===== config.mk =====
export PLATFORM = sky130hd
export DESIGN_NAME = clock_gen_multi
export DESIGN_NICKNAME = d
export VERILOG_FILES = /design/src/rtl/clock_gen_multi.sv
export SDC_FILE = /design/constraint.sdc
export NUM_CORES = 1
export LEC_CHECK = 0
export BUFFER_PORTS_ARGS = -buffer_cell sky130_fd_sc_hd__buf_4
export CAP_MARGIN = 40
export CORE_AREA = 2 2 162 164
export DETAILED_ROUTE_END_ITERATION = 12
export DIE_AREA = 0 0 164 166
export PLACE_DENSITY = 0.54
export SLEW_MARGIN = 20
export SYNTH_ARGS = -nofsm -noshare
export SYNTH_HDL_FRONTEND = slang
export SYNTH_SLANG_ARGS = --single-unit

===== constraint.sdc =====
create_clock -name clk_in -period 7.5 [get_ports clk_in]
set_input_delay 0.75 -clock clk_in [delete_from_list [all_inputs] [get_ports clk_in]]
set_output_delay 0.75 -clock clk_in [all_outputs]
set_load 0.05 [all_outputs]

===== src/rtl/clock_gen_multi.sv =====
// Multi-channel programmable clock generator: per-channel period/high-time
// counters with shadowed settings that only take effect on period boundaries.
module clock_gen_multi #(
  parameter  int N_CH       = 2,
  parameter  int W          = 16,
  parameter  int DEF_PERIOD = 4,
  parameter  int DEF_HIGH   = 2,
  localparam int CW         = (N_CH > 1) ? $clog2(N_CH) : 1
) (
  input  logic            clk_in,
  input  logic            rst_n_in,
  input  logic [N_CH-1:0] on_in,
  input  logic            sync_in,
  input  logic            cfg_wr_in,
  input  logic [CW-1:0]   cfg_ch_in,
  input  logic [W-1:0]    cfg_period_in,
  input  logic [W-1:0]    cfg_high_in,
  output logic [N_CH-1:0] out,
  output logic [N_CH-1:0] tick_out,
  output logic [N_CH-1:0] busy_out
);

  typedef enum logic [1:0] {IDLE, RUN, STOP} state_e;

  for (genvar g = 0; g < N_CH; g++) begin : g_ch
    state_e         r_state;
    logic [W-1:0]   r_cnt, r_p, r_h, r_ps, r_hs;
    logic           r_out, r_tick, r_busy;
    logic           w_wr, w_wrap, w_done;
    logic [W-1:0]   w_ps, w_hs, w_last, w_cnt_inc;

    // A write landing on the same edge as a load is forwarded straight to
    // the active settings, so it is never lost or delayed by a period.
    assign w_wr      = cfg_wr_in && (cfg_ch_in == CW'(g));
    assign w_ps      = w_wr ? cfg_period_in : r_ps;
    assign w_hs      = w_wr ? cfg_high_in   : r_hs;
    assign w_last    = (r_p < W'(2)) ? W'(1) : r_p - W'(1);
    assign w_wrap    = (r_cnt == w_last);
    assign w_cnt_inc = r_cnt + W'(1);
    // Leave for IDLE once the running period is complete and on is low;
    // a sync on a RUN channel restarts the period instead.
    assign w_done    = !on_in[g] && ((r_state == STOP) || !sync_in);

    always_ff @(posedge clk_in) begin
      // NOTE: non-blocking assignments keep every register sampling the
      // pre-edge values, independent of statement order in this block.
      if (!rst_n_in) begin
        r_state <= IDLE;
        r_cnt   <= '0;
        r_p     <= W'(DEF_PERIOD);
        r_h     <= W'(DEF_HIGH);
        r_ps    <= W'(DEF_PERIOD);
        r_hs    <= W'(DEF_HIGH);
        r_out   <= 1'b0;
        r_tick  <= 1'b0;
        r_busy  <= 1'b0;
      end else begin
        r_ps   <= w_ps;
        r_hs   <= w_hs;
        r_tick <= 1'b0;
        case (r_state)
          IDLE: begin
            r_p   <= w_ps;
            r_h   <= w_hs;
            r_cnt <= '0;
            r_out <= 1'b0;
            if (on_in[g]) begin
              r_state <= RUN;
              r_busy  <= 1'b1;
              r_tick  <= 1'b1;
              r_out   <= (w_hs != '0);
            end
          end
          default: begin
            if (sync_in || w_wrap) begin
              r_p   <= w_ps;
              r_h   <= w_hs;
              r_cnt <= '0;
              if (w_done) begin
                r_state <= IDLE;
                r_busy  <= 1'b0;
                r_out   <= 1'b0;
              end else begin
                r_state <= on_in[g] ? RUN : STOP;
                r_tick  <= 1'b1;
                r_out   <= (w_hs != '0);
              end
            end else begin
              r_cnt   <= w_cnt_inc;
              r_out   <= (w_cnt_inc < r_h);
              r_state <= on_in[g] ? RUN : STOP;
            end
          end
        endcase
      end
    end

    assign out[g]      = r_out;
    assign tick_out[g] = r_tick;
    assign busy_out[g] = r_busy;
  end

endmodule


## Word-level counts from Yosys, hierarchy flattened

Index checks and enable logic that the tools add are counted.

- Bits in registers: 170
- Bits of input ports: 39
- Logic and storage cells: 105

- Add/subtract/negate cells: 4
- Order comparisons: 4
- Equality and inequality tests: 6
- Mux-type cells: 48
- Bitwise operators: 2
- Reductions and logical operators: 23

Operators with widths:

| operator | number |
|---|---|
| 16-bit two-way mux | 14 |
| 16-bit by 1-bit adder with 16-bit output, second input constant | 2 |
| 16-bit equality test | 2 |
| 16-bit < comparator | 2 |
| 16-bit by 2-bit < comparator with 1-bit output, second input constant | 2 |
| 16-bit nonzero test | 2 |
| 16-bit by 1-bit subtractor with 16-bit output, second input constant | 2 |
| 1-bit two-way mux | 24 |
| 2-bit two-way mux | 10 |
| 2-bit nonzero test | 4 |
| 3-bit AND reduction | 2 |
| 3-bit OR reduction | 2 |
| 2-bit equality test, second input constant | 2 |
| 1-bit logical AND | 4 |
| 2-bit zero test | 2 |
| 1-bit logical OR | 4 |
| 2-bit != test, second input constant | 2 |
| 1-bit zero test | 3 |
| 1-bit NOT | 2 |

## Depth between registers and ports, before layout

- Depth in word-level cells: 7
- Gate-level depth with buffers: 13
- Gate-level depth less buffers: 12

## Worst setup path before layout

OpenSTA, ideal clock, no wires.

- Path kind: flip-flop to flip-flop
- From: register g_ch[1].r_p[0]
- To: register g_ch[1].r_h[2]
- Arrival: 3.234 ns
- Data required time: 7.377 ns
- Slack: 4.143 ns
- Stages on the path, launching flop included: 14
- Cell sequence: dfxtp_1 > inv_1 > ha_1 > or3b_1 > buf_2 > or4_1 > and3_1 > nand4b_1 > or4_1 > nor4_2 > or3_1 > buf_6 > buf_6 > mux2_1

- Cells in the longest elaborated chain, start to end: 5

RTL lines:

| item | RTL line | text |
|---|---|---|
| start, declared | 27 | `logic [W-1:0] r_cnt, r_p, r_h, r_ps, r_hs;` |
| start signal, assigned | 50 | `r_p <= W'(DEF_PERIOD);` |
| start signal, assigned | 63 | `r_p <= w_ps;` |
| start signal, assigned | 76 | `r_p <= w_ps;` |
| 16-bit by 1-bit subtractor with 16-bit output or 16-bit by 2-bit < comparator with 1-bit output (tied branches) | 37 | `assign w_last = (r_p < W'(2)) ? W'(1) : r_p - W'(1);` |
| 16-bit two-way mux * | 37 |  |
| 16-bit equality test * | 38 | `assign w_wrap = (r_cnt == w_last);` |
| 1-bit logical OR * | 75 | `if (sync_in \|\| w_wrap) begin` |
| 2-bit nonzero test (no line) * | - |  |
| end signal, assigned | 51 | `r_h <= W'(DEF_HIGH);` |
| end signal, assigned | 64 | `r_h <= w_hs;` |
| end signal, assigned | 77 | `r_h <= w_hs;` |
| end, declared | 27 |  |

Mark *: on every way between the ends. The rest lies on a longest branch, timed or not.
A chain may end at the register's enable or synchronous reset.

## Final worst setup path

- From: register g_ch[1].r_p[0]
- To: register g_ch[1].r_h[3]

Same word-level chain as after synthesis.

==> metrics.txt <==
outcome=completed; switching power share of the total=0.266; P_leak=4.18 nW; Worst Hold Launch=g_ch[1].r_ps[11]$_SDFF_PN0_; Antenna diodes=0; Flop pwr share=0.445; Mapped Area=around 9000 um2; Final Hold Viols=0; GR Util met1=0.227; delay-heaviest family, CP=simple AND/OR/NAND/NOR gates; P per Cell Area=218 nW/um2; fin nets=1044; Final min period=4.09 ns; Tcrit/Tclk final=0.545; Avg Cell Area, Syn=9.17 um2; vias per cell=approximately 5.1; Hold Path End=g_ch[1].r_ps[11]$_SDFF_PN0_; fin worst setup slack=3.41 ns; Worst EP arrival=approximately 4.4 ns; # Max-Cap Violations=0; met2 usage=0.261; Hold Path Class=flip-flop to flip-flop; Logic pwr share=0.119; CP startpoint kind=flip-flop; setup bufs post-CTS=0; drt pass-1 iters=5; Tot GR Track Use=0.163; non-filler instance count after layout=1319; antenna violations before repair=0; Routed WL=21.6 mm; routability congestion estimate from global placement=0.816; unrepaired setup endpoints after global routing=false; Clock Skews=~0.013 ns; WS Path Type=flip-flop to flip-flop; Post-DP Area=9330 um2; achievable frequency=244 MHz; reg2reg end=g_ch[1].r_h[3]$_SDFFE_PN0P_; vias in the first global route=6466; EDFF count, synth=0; gr ovfl total=0; Max Root-Sink Buffers=2; Starting Density=0.345; Setup TNS Final=0 ns; slowest CP cell=buf_4; H-tree depth=4; final setup vio count=0; GR peak layer=met2; via count=6665; initial DRC count=399; clk_lat worst skew=0.44 ns; root buf cell=clkbuf_16; io pins=45; DRC Markers=0; Reg2Reg Depth=11; share of layout cells above drive strength 1=0.158; crit path cell chain=inv_1 > ha_1 > or3b_1 > or4_1 > and3_1 > nand4b_1 > or4_1 > nor4_2 > or3_2 > buf_4 > mux2_1; antenna viol nets, final=0; Int Power=1.59 mW; Reg clk slew, reported paths=0.07 ns; CTS sink cnt=170; worst slew pin tran=~0.80 ns; Post-synth ARST share=0; TritonCTS clock tree=yes; met3 usage=0.0240; drt wl/cell=~16 um; Distinct cells, synth=63; Largest stage delay, worst path=0.62 ns; Synth warnings=0; dpl hpwl=15.5 mm; sequential share of the synthesized area=0.385; DP Worst Slack=3.37 ns; Die Span X=164 um; cts repair resizes=0; clock power share=0.435; PortBufs=44; dpl cells=1287; R2R Path Start=g_ch[1].r_p[0]$_SDFFE_PN0P_; Layout Area Growth over Synthesis=12.6%; CTS Hold Bufs=0; core area=25600 um2; # rows=59; relative slew slack=0.467; fin. max-slew vios=0; Net Sw Power=0.578 mW; Crit path top cell by count=or4_1; commonest register cell after synthesis=dfxtp_1; #FFs+latches synth=170; Worst Path Buf+Inv=2; pin count of the biggest net entering global routing=between 70 and 80; CP Max Fanout=50; total CTS buffers=17; Cells after Synth=964; post-route cell area=9950 um2; die height=166 um; flop-to-flop setup slack=between 3 and 4 ns; Mapped Nets=slightly above 1000; Worst EP required=around 7.8 ns; die area=27200 um2; Worst Hold Depth=2; maximum VDD drop=0.144 mV; first-pass GRT wire length=~35 mm; Worst setup EP type=flip-flop
==> cell usage after synthesis (all sizes together), types with 3 or more instances <==
master | n | area, um2
xnor2 | 37 | 324
and2 | 29 | 181
or3 | 8 | 50.1
xor2 | 20 | 175
nand3b | 4 | 30.0
o21ai | 12 | 60.1
dfxtp | 170 | 3400
and4 | 7 | 61.3
mux2 | 66 | 856
a21o | 8 | 60.1
a211oi | 3 | 22.5
nand3 | 63 | 315
a32oi | 3 | 26.3
buf | 18 | 168
nor2 | 91 | 342
nor3 | 18 | 90.1
ha | 34 | 425
nand2 | 57 | 214
a21oi | 51 | 255
mux2i | 39 | 390
o311a | 3 | 30.0
clkbuf | 43 | 163
and3 | 23 | 144
a2111oi | 5 | 43.8
inv | 43 | 161
nor3b | 18 | 135
nor4 | 27 | 218
nand4 | 19 | 125
a21boi | 3 | 22.5
nand2b | 5 | 31.3
o31ai | 4 | 30.0
or4 | 5 | 37.5
a221oi | 4 | 35.0
==> how the worst max path moves through the flow <==
stage | from | endpoint | slack, ns | cells past startpoint
floorplan | g_ch[1].r_p[0]$_SDFFE_PN0P_ | g_ch[1].r_h[2]$_SDFFE_PN0P_ | 4.14 | 13
global placement | g_ch[1].r_p[0]$_SDFFE_PN0P_ | g_ch[1].r_h[3]$_SDFFE_PN0P_ | 3.42 | 11
detailed placement | g_ch[1].r_p[0]$_SDFFE_PN0P_ | g_ch[1].r_h[2]$_SDFFE_PN0P_ | 3.37 | 11
CTS | g_ch[1].r_p[0]$_SDFFE_PN0P_ | g_ch[1].r_h[3]$_SDFFE_PN0P_ | 3.36 | 11
global route | g_ch[1].r_p[2]$_SDFFE_PN1P_ | g_ch[1].r_h[3]$_SDFFE_PN0P_ | 3.10 | 9
finish | g_ch[1].r_p[0]$_SDFFE_PN0P_ | g_ch[1].r_h[3]$_SDFFE_PN0P_ | 3.41 | 11
==> final cells by class <==
cell class	instances	area (um2)
Clock buffer	18	439
Fill cell	2578	15700
Timing Repair Buffer	49	395
Tap cell	335	419
Sequential cell	170	3400
Inverter	43	163
Clock inverter	14	185
Multi-Input combinational cell	690	4950
==> power groups by stage <==
stage | registers, mW | clock network [mW] | logic [mW]
finish | 0.967 | 0.945 | 0.259
global route | 0.972 | 1.00 | 0.287
CTS | 0.968 | 0.964 | 0.260
detailed placement | 0.989 | 0 | 0.259
global placement | 0.988 | 0 | 0.255
floorplan | 0.979 | 0 | 0.197
==> metrics by stage <==
stage	hold slack, ns	total power, mW	utilization
after floorplan	0.437	1.18	-
after global placement	0.455	1.24	0.362
after detailed placement	0.457	1.25	0.364
after CTS	0.471	2.19	0.388
after global routing	0.488	2.26	0.388
final	0.464	2.17	0.388
==> registers in the layout (all words and copies together), names as in the netlist <==
signal	count
g_ch.r_cnt	32
g_ch.r_h	32
g_ch.r_hs	32
g_ch.r_p	32
g_ch.r_ps	32
g_ch.r_state	4
g_ch.r_busy	2
g_ch.r_out	2
g_ch.r_tick	2
==> cells in the final DEF (no fill, tap or decap), types with 12 or more instances in the layout <==
master / Yosys / layout
a21oi_1: 51 / 51
and2_1: 29 / 29
and3_1: 23 / 23
buf_4: 6 / 47
clkbuf_16: 0 / 17
dfxtp_1: 170 / 170
ha_1: 34 / 34
inv_1: 42 / 42
mux2_2: 31 / 31
mux2_4: 30 / 30
mux2i_1: 39 / 39
nand2_1: 57 / 57
nand3_1: 63 / 63
nand4_1: 18 / 18
nor2_1: 91 / 91
nor3_1: 18 / 18
nor3b_1: 18 / 18
nor4_1: 22 / 22
o21ai_0: 12 / 12
xnor2_1: 37 / 37
xor2_1: 20 / 20
==> metal layers <==
layer,wire [um],up-vias
li1,-,3408
met1,10800,3175
met2,9990,70
met3,515,12
met4,234,0
met5,0,-
==> kinds of logic after synthesis <==
kind of cell    share of synthesized area
mux                                 0.141
simple gates                        0.232
buf+inv                            0.0556
xor+xnor                           0.0590
flops                               0.385
compound gates                     0.0792
fa+ha+maj                          0.0481
==> worst min-delay path: stages, from the launching register on <==
cell and delay [ns]:
dfxtp_1 0.30, nand2_1 0.04, a21oi_1 0.07
(Power assumes the default switching activity.)
